[src/rtl/rd_arb_pkg.sv]
// Shared widths, defaults and mdata field helpers for the read-request arbiter.
package rd_arb_pkg;

    localparam int DEF_NUM_REQ = 4;
    localparam int DEF_ADDR_W  = 48;
    localparam int DEF_MDATA_W = 16;
    localparam int DEF_TAG_W   = 12;
    localparam int DEF_MAX_OUT = 32;
    localparam int MDATA_MAX   = 64;

    function automatic int id_width(input int n);
        return (n > 2) ? $clog2(n) : 1;
    endfunction

    function automatic int cnt_width(input int m);
        return $clog2(m + 1);
    endfunction

    // Tag must already be zero-extended from TAG_W so it cannot bleed into the ID field.
    function automatic logic [MDATA_MAX-1:0] pack_mdata(input logic [MDATA_MAX-1:0] id,
                                                        input logic [MDATA_MAX-1:0] tag,
                                                        input int tag_w);
        return (id << tag_w) | tag;
    endfunction

    function automatic int unpack_id(input logic [MDATA_MAX-1:0] mdata,
                                     input int tag_w, input int id_w);
        return int'((mdata >> tag_w) & ((MDATA_MAX'(1) << id_w) - MDATA_MAX'(1)));
    endfunction

endpackage

[src/rtl/rd_req_arbiter_rr.sv]
// Generic round-robin picker: first eligible requester at or above the pointer wins.
module rr_arbiter
    import rd_arb_pkg::*;
#(
    parameter  int NUM_REQ = DEF_NUM_REQ,
    localparam int PTR_W   = id_width(NUM_REQ)
) (
    input  logic               clk,
    input  logic               reset,
    input  logic [NUM_REQ-1:0] eligible,
    input  logic               advance,
    output logic [NUM_REQ-1:0] grant,
    output logic [PTR_W-1:0]   ptr
);

    logic [PTR_W-1:0] next_ptr;
    logic             found;
    int               idx;

    always_comb begin
        grant    = '0;
        next_ptr = ptr;
        found    = 1'b0;
        idx      = 0;
        for (int k = 0; k < NUM_REQ; k++) begin
            idx = int'(ptr) + k;
            if (idx >= NUM_REQ) idx = idx - NUM_REQ;
            if (advance && !found && eligible[idx]) begin
                found      = 1'b1;
                grant[idx] = 1'b1;
                next_ptr   = (idx == NUM_REQ - 1) ? '0 : PTR_W'(idx + 1);
            end
        end
    end

    always_ff @(posedge clk) begin
        if (reset) ptr <= '0;
        else       ptr <= next_ptr;
    end

endmodule

[src/rtl/rd_req_arbiter.sv]
// Shares the c0Tx read-request channel among NUM_REQ ports, stamping the port ID into mdata
// and steering c0Rx responses back to the owner by that ID.
module rd_req_arbiter
    import rd_arb_pkg::*;
#(
    parameter  int NUM_REQ = DEF_NUM_REQ,
    parameter  int ADDR_W  = DEF_ADDR_W,
    parameter  int MDATA_W = DEF_MDATA_W,
    parameter  int TAG_W   = DEF_TAG_W,
    parameter  int MAX_OUT = DEF_MAX_OUT,
    localparam int ID_W    = id_width(NUM_REQ),
    localparam int CNT_W   = cnt_width(MAX_OUT)
) (
    input  logic                       clk,
    input  logic                       reset,
    input  logic [NUM_REQ-1:0]         port_en,
    input  logic [NUM_REQ-1:0]         req_valid,
    input  logic [NUM_REQ*ADDR_W-1:0]  req_addr,
    input  logic [NUM_REQ*TAG_W-1:0]   req_tag,
    output logic [NUM_REQ-1:0]         req_grant,
    input  logic                       rd_available,
    output logic                       rd_en,
    output logic [ADDR_W-1:0]          rd_addr,
    output logic [MDATA_W-1:0]         rd_mdata,
    input  logic                       resp_valid,
    input  logic [511:0]               resp_data,
    input  logic [MDATA_W-1:0]         resp_mdata,
    output logic [NUM_REQ-1:0]         port_resp_valid,
    output logic [511:0]               port_resp_data,
    output logic [TAG_W-1:0]           port_resp_tag,
    output logic [NUM_REQ*CNT_W-1:0]   outstanding,
    output logic                       idle,
    output logic                       err
);

    logic [CNT_W-1:0]   cnt [NUM_REQ];
    logic [NUM_REQ-1:0] eligible;
    logic [NUM_REQ-1:0] resp_hit;
    logic [NUM_REQ-1:0] dec;
    logic [ID_W-1:0]    rr_ptr;
    logic               id_ok;
    logic               resp_to_empty;
    logic               any_cnt;
    int                 gsel;
    int                 rid;

    always_comb begin
        eligible = '0;
        for (int i = 0; i < NUM_REQ; i++)
            eligible[i] = req_valid[i] && port_en[i] && (cnt[i] < CNT_W'(MAX_OUT));
    end

    rr_arbiter #(.NUM_REQ(NUM_REQ)) u_rr (
        .clk      (clk),
        .reset    (reset),
        .eligible (eligible),
        .advance  (rd_available),
        .grant    (req_grant),
        .ptr      (rr_ptr)
    );

    always_comb begin
        gsel = 0;
        for (int i = 0; i < NUM_REQ; i++)
            if (req_grant[i]) gsel = i;
    end

    // Only the ID field is decoded; pad bits above it are ignored.
    always_comb begin
        rid           = unpack_id(MDATA_MAX'(resp_mdata), TAG_W, ID_W);
        id_ok         = rid < NUM_REQ;
        resp_hit      = '0;
        dec           = '0;
        resp_to_empty = 1'b0;
        for (int i = 0; i < NUM_REQ; i++) begin
            resp_hit[i] = resp_valid && (rid == i);
            dec[i]      = resp_hit[i] && (cnt[i] != '0);
            if (resp_hit[i] && cnt[i] == '0) resp_to_empty = 1'b1;
        end
    end

    always_ff @(posedge clk) begin
        if (reset) begin
            rd_en    <= 1'b0;
            rd_addr  <= '0;
            rd_mdata <= '0;
        end else begin
            rd_en <= |req_grant;
            if (|req_grant) begin
                rd_addr  <= req_addr[gsel*ADDR_W +: ADDR_W];
                rd_mdata <= MDATA_W'(pack_mdata(MDATA_MAX'(gsel),
                                                MDATA_MAX'(req_tag[gsel*TAG_W +: TAG_W]),
                                                TAG_W));
            end
        end
    end

    always_ff @(posedge clk) begin
        if (reset) begin
            port_resp_valid <= '0;
            port_resp_data  <= '0;
            port_resp_tag   <= '0;
            err             <= 1'b0;
        end else begin
            port_resp_valid <= resp_hit;
            if (resp_valid && id_ok) begin
                port_resp_data <= resp_data;
                port_resp_tag  <= resp_mdata[TAG_W-1:0];
            end
            if (resp_valid && (!id_ok || resp_to_empty)) err <= 1'b1;
        end
    end

    // A simultaneous grant and response on one port cancel out.
    always_ff @(posedge clk) begin
        if (reset) begin
            for (int i = 0; i < NUM_REQ; i++) cnt[i] <= '0;
        end else begin
            for (int i = 0; i < NUM_REQ; i++) begin
                if (req_grant[i] && !dec[i])      cnt[i] <= cnt[i] + 1'b1;
                else if (dec[i] && !req_grant[i]) cnt[i] <= cnt[i] - 1'b1;
            end
        end
    end

    always_comb begin
        outstanding = '0;
        any_cnt     = 1'b0;
        for (int i = 0; i < NUM_REQ; i++) begin
            outstanding[i*CNT_W +: CNT_W] = cnt[i];
            if (cnt[i] != '0) any_cnt = 1'b1;
        end
        idle = !any_cnt && !rd_en;
    end

endmodule

[config.mk]
export PLATFORM = sky130hd
export DESIGN_NAME = rd_req_arbiter
export DESIGN_NICKNAME = d
export VERILOG_FILES = /design/src/rtl/rd_arb_pkg.sv /design/src/rtl/rd_req_arbiter_rr.sv /design/src/rtl/rd_req_arbiter.sv
export SDC_FILE = /design/constraint.sdc
export NUM_CORES = 1
export LEC_CHECK = 0
export BUFFER_PORTS_ARGS = -buffer_cell sky130_fd_sc_hd__clkbuf_2
export CAP_MARGIN = 20
export CORE_AREA = 2 2 546 548
export CTS_BUF_LIST = sky130_fd_sc_hd__clkbuf_4 sky130_fd_sc_hd__clkbuf_8 sky130_fd_sc_hd__clkbuf_16
export CTS_CLUSTER_DIAMETER = 30
export DETAILED_ROUTE_END_ITERATION = 12
export DIE_AREA = 0 0 548 550
export HOLD_SLACK_MARGIN = 0.1
export SETUP_SLACK_MARGIN = 0.1
export SYNTH_ARGS = -nofsm -noshare
export SYNTH_HDL_FRONTEND = slang
export SYNTH_SLANG_ARGS = --single-unit
[constraint.sdc]
create_clock -name clk -period 11.2 [get_ports clk]
set_input_delay 1.68 -clock clk [delete_from_list [all_inputs] [get_ports clk]]
set_output_delay 1.68 -clock clk [all_outputs]
set_load 0.02 [all_outputs]
**Word level (Yosys, flattened, before mapping)**

Memory sizes are Yosys's and may differ from the RTL's.
Index checks and enable logic that the tools add are counted.

- Flip-flop bits (word level): 596
- RAM bits: 24
- Input port bits: 780
- Output and inout bits: 623
- Word-level logic and storage cells: 224
- Memories kept: 1

Memories:

| memory | depth | bits a word | rd ports | clocked after Yosys merged registers in | wr ports | line | source |
|---|---|---|---|---|---|---|---|
| cnt | 4 | 6 | 4 | 0 | 4 | rd_req_arbiter.sv:36 | `logic [CNT_W-1:0] cnt [NUM_REQ];` |

- Add/subtract/negate cells: 19
- Multiply operators: 2
- Magnitude comparators: 17
- Equal/unequal tests: 7
- Shifts and indexed selects: 2
- Mux-type cells: 88
- Bitwise logic cells: 12
- Reduce and logical (&&, ||, !) cells: 68

Operators with widths:

| kind | count |
|---|---|
| $mux W32 | 6 |
| $shiftx A192 B32 Y48 | 1 |
| $eq A32 B3 Y1 const B | 4 |
| $ge A32 B1 Y1 const B | 4 |
| $lt A32 B4 Y1 const B | 4 |
| $ge A32 B4 Y1 const B | 3 |
| $sub A32 B4 Y32 const B | 3 |
| $mux W1 | 54 |
| $mux W6 | 8 |
| $shiftx A48 B32 Y12 | 1 |
| $logic_and A1 B1 Y1 | 42 |
| $logic_not A32 Y1 | 1 |
| $mul A32 B3 Y28 const B | 1 |
| $mul A32 B3 Y30 const B | 1 |
| $add A6 B1 Y6 const B | 4 |
| $logic_not A6 Y1 | 4 |
| $lt A6 B6 Y1 const B | 4 |
| $reduce_bool A6 Y1 | 4 |
| $sub A6 B1 Y6 const B | 4 |
| $mux W2 | 8 |
| $mux W4 | 4 |
| $or A16 B12 Y16 | 1 |
| $logic_not A1 Y1 | 14 |
| $or A4 B4 Y4 | 3 |
| 14 further kinds | 32 |

**Logic depth before layout (Yosys ltp)**

An unclocked memory read counts as a cell.

- Word-level depth: 27
- Depth in mapped cells: 23
- Mapped depth without buffers: 17

**Modules after synthesis**

A second synthesis with hierarchy kept.

- Cells, all modules: 2821
- Area total of the unflattened synthesis: 28426.0 µm²

By module, submodules not included:

| module | instances | cells each | area an instance (µm²) | seq. area each (µm²) |
|---|---|---|---|---|
| rd_req_arbiter | 1 | 2762 | 27915.5 | 12572.1 |
| rr_arbiter | 1 | 59 | 510.5 | 40.0 |

**Worst setup path before layout**

Ideal clock, no wire load.

- Path type: input to register
- Start: in port_en[0]
- End: reg rd_addr[14]
- Library setup time: 0.083 ns
- Arrival: 5.814 ns
- Data required time: 11.117 ns
- Setup slack: 5.304 ns
- Cell stages on the path: 21
- Buffers on the path: 6
- Cell sequence: and3b_1 -> mux4_2 -> and2_1 -> a32oi_1 -> and2_1 -> buf_6 -> inv_4 -> nor2_4 -> inv_2 -> buf_2 -> buf_2 -> ha_1 -> clkbuf_1 -> clkinv_1 -> nor2_1 -> clkbuf_1 -> clkbuf_1 -> o211ai_1 -> o21ai_0 -> a221oi_1 -> o221ai_1

RTL lines:

| element | line | source |
|---|---|---|
| from (decl) | rd_req_arbiter.sv:16 | `input logic [NUM_REQ-1:0] port_en,` |
| to (signal assigned) | rd_req_arbiter.sv:90 | `rd_addr <= req_addr[gsel*ADDR_W +: ADDR_W];` |
| to (decl) | rd_req_arbiter.sv:23 | `output logic [ADDR_W-1:0] rd_addr,` |

**Worst setup path after layout**

- Start: reg u_rr.ptr[0]
- End: reg rd_addr[25]

- Longest elaborated chain between the ends: 24
- Elaborated cells between the ends (all ways): 73
- Classes of those cells: add/sub: 7; mul: 1; order compare: 12; shift: 1; mux: 34; bitwise: 3; reduce/logical: 15

RTL lines:

| element | line | source |
|---|---|---|
| from (decl) | rd_req_arbiter_rr.sv:13 | `output logic [PTR_W-1:0] ptr` |
| from (signal assigned) | rd_req_arbiter_rr.sv:38 | `else ptr <= next_ptr;` |
| parallel branches: the longest is 18 deep, another holds $sub A32 B4 Y32 | -- |  |
| $mux W4 (*) | rd_req_arbiter_rr.sv:28 | `if (advance && !found && eligible[idx]) begin` |
| $mux W1 | rd_req_arbiter.sv:65 | `if (req_grant[i]) gsel = i;` |
| $mux W32 (2 in a row) | rd_req_arbiter.sv:65 |  |
| $mul A32 B3 Y28 | rd_req_arbiter.sv:90 |  |
| $shiftx A192 B32 Y48 | rd_req_arbiter.sv:90 |  |

Every way passes the cells marked *. The select of a mux whose other input is x is not followed.
A chain may end at the register's enable or synchronous reset.

==> qor.yml <==
crit_arrival_ns: 8.54
clkSinkCount: 618
dpl.hpwl_um: 206000
cp.required_ns: 11.94
reg2reg_to: "rd_addr[25]$_SDFFE_PP0P_"
dr.pass1.iters: 6
grt.total_usage_pct: 15.4
min_period_ns: 7.80
place.gp.congestion: 0.977
setup_viol: 0
clk_path_buf_depth: 4
ctsHtreeMaxLevel: 4
path_clk_slew_ns: 0.04
hold_path_class: "register to register"
synth_area_leader_cell: "dfxtp_1"
yosys_register_bits: 618
io_buffers: 1398
num_vias: 30804
syn_avg_cell_area_sq_um: 9.59
insertion_delay_ns: 0.83
drc_errors: 0
maxCapViolCount: 0
synthToLayoutAreaGrowth_pct: 68.1
fill_cells: 33382
fmax_mhz: 128
grt_pass1_wl_um: 303000
min_from: "rd_addr[40]$_SDFFE_PP0P_"
ctsHoldBuffers: 0
rr_worst_depth: 17
relSlewSlack_pct: 17.8
ir_worst_vdd_mv: 0.178
grt_max_degree: 127
skew_ns: 0.0406
die_width_um: 548
min_path_cells: 2
cts_root_buffer: "clkbuf_16"
status: "complete, no violations"
drive_gt1_share_pct: 42.7
drv_slew: 0
grt_pass1_vias: 28738
endpoint_kind: "register"
cp-start-kind: "register"
synth-main-ff-cell: "dfxtp_1"
path_class: "register to register"
p_leak_nw: 22.2
design.core.area_sq_mm: 0.296
p_per_area_mw_per_mm2: 267
min_to: "rd_addr[40]$_SDFFE_PP0P_"
ys_warn_count: 0
wl_per_cell_um: 28.6
async_flop_share_pct: 0
tightest_slew_ns: 1.23
avgViaCountPerCell: 3.61
cts_buffers: 207
io_pins: 1403
dieArea_sq_mm: 0.301
final_hold_viol_count: 0
start_util_pct: 9.51
rsz0062_at_grt: "no"
cts_resized: 0
die_h_um: 550
post-route-period-util_pct: 69.7
final_cell_mix: "clkbuf_2 (1,396), dfxtp_1 (594), mux2i_1 (592)"
final_common_cell: "clkbuf_2"
drt_iter0_drc: 2833
antenna_found_initial: 313
ys_top_cells_by_area: "dfxtp_1 (42%), mux2i_1 (21%), nor2_1 (7.7%)"
r2r_start: "u_rr.ptr[0]$_SDFFE_PP0P_"
num_rows: 200
ys_seq_area_share_pct: 44.9
fin_total_pwr_mw: 12.6
drt-total-wl_um: 244000
crit_fanout: 46
ant_nets: 0
synth_edf_count: 24
synthCells: 2929
overflow: 0
cts_setup_buffers: 0
syn_area_sq_mm: 0.0281
synth_cell_types: 83
rrSetupSlack_ns: 3.40
nets: 5149
finalSetupTns_ns: 0
cts_tree: "built"
yosys.area.top_type_share_pct: 42.3
-- worst max-delay path by stage --
stage                                   startpoint                        to  slack [ns]  cells past startpoint
after floorplan                         port_en[0]  rd_addr[14]$_SDFFE_PP0P_        5.30                     21
after global placement                  port_en[0]  rd_addr[25]$_SDFFE_PP0P_        3.00                     17
after detailed placement                port_en[3]  rd_addr[25]$_SDFFE_PP0P_        3.00                     17
after CTS                 u_rr.ptr[0]$_SDFFE_PP0P_  rd_addr[20]$_SDFFE_PP0P_        3.53                     17
after global routing      u_rr.ptr[0]$_SDFFE_PP0P_  rd_addr[25]$_SDFFE_PP0P_        3.00                     17
final                     u_rr.ptr[0]$_SDFFE_PP0P_  rd_addr[25]$_SDFFE_PP0P_        3.40                     17
-- logic make-up after synthesis --
kind of cell | Yosys count | share of synthesized area [%]
buffers and inverters | 271 | 3.94
and+or+nand+nor | 883 | 13.2
xor gates and xnor gates | 20 | 0.623
muxes | 656 | 24.9
DFF | 618 | 44.9
adders and majority gates | 26 | 1.24
other | 1 | 0.0133
AOI/OAI and AO/OA | 454 | 11.3
-- power by group --
| part | switching, mW | internal, mW |
|---|---|---|
| Sequential | 0.183 | 2.47 |
| Combinational | 2.42 | 1.25 |
| Clock | 1.79 | 4.48 |
| Total | 4.39 | 8.20 |
-- worst max-delay path: stages (launching register included) --
cell	delay, ns
dfxtp_1	0.62
inv_1	0.31
ha_1	0.48
mux4_2	0.54
and2_1	0.24
a32oi_1	0.29
and2_4	0.60
inv_4	0.08
nor2_4	0.47
clkinv_2	0.69
ha_4	0.60
nor2_4	0.13
buf_4	0.51
nand2_1	0.44
buf_4	0.31
nor2_1	0.93
a21oi_1	0.18
a21oi_1	0.19
-- stage by stage --
step / std cells / utilization, % / hold slack, ns / cell area, sq um / worst slack, ns
global placement: 8073 / 13.4 / 0.454 / 39500 / 3.00
finish: 8527 / 16.0 / 0.474 / 47200 / 3.40
global route: 8492 / 16.0 / 0.480 / 47200 / 3.00
detailed placement: 8073 / 13.4 / 0.458 / 39500 / 3.00
floorplan: 2930 / - / 0.573 / 28100 / 5.30
CTS: 8452 / 15.9 / 0.471 / 47100 / 3.53
-- flip-flops by register name, summed over array words and instances (netlist names) --
register	cells
port_resp_tag	12
rd_en	1
port_resp_valid	4
err	1
cnt	24
rd_addr	48
u_rr.ptr	2
rd_mdata	14
port_resp_data	512
-- cell usage after synthesis, types with 8 or more instances --
library cell  number
dfxtp_1          594
a221o_1           22
mux2_2            33
o22ai_1           12
o21ai_0           84
nor3_1            10
nand3_1           84
and3_1            36
a31oi_1           36
xnor2_1            8
a21o_1            24
o31ai_1           11
a2bb2oi_1          9
a221oi_1           9
o221ai_1          15
nor2_1           574
mux2i_1          592
inv_1             24
buf_2             31
a211oi_1          33
ha_1              23
mux4_2            31
o21a_1             9
nand2_1          131
xor2_1            12
buf_1             72
o2111ai_1          9
and2_1             9
a22oi_1           14
a21oi_1           93
edfxtp_1          24
clkbuf_1         129
-- metal layers --
| layer | routed length, um | global-route usage (%) |
|---|---|---|
| met1 | 81300 | 15.0 |
| met2 | 108000 | 24.5 |
| met3 | 38100 | 10.4 |
| met4 | 15700 | 8.61 |
| met5 | 712 | 0.0156 |
-- cell type report --
cell class | count | area [sq um] | share of cell area [%]
diodes | 75 | 188 | 0.397
clock buffers | 283 | 6100 | 12.9
clock inverters | 96 | 1440 | 3.05
inverters | 28 | 109 | 0.230
multi-input cells | 2041 | 14500 | 30.6
flip-flops and latches | 618 | 12600 | 26.7
well taps | 3939 | 4930 | 10.4
repair buffers | 1447 | 7410 | 15.7
Power figures use the tool's default switching activity.
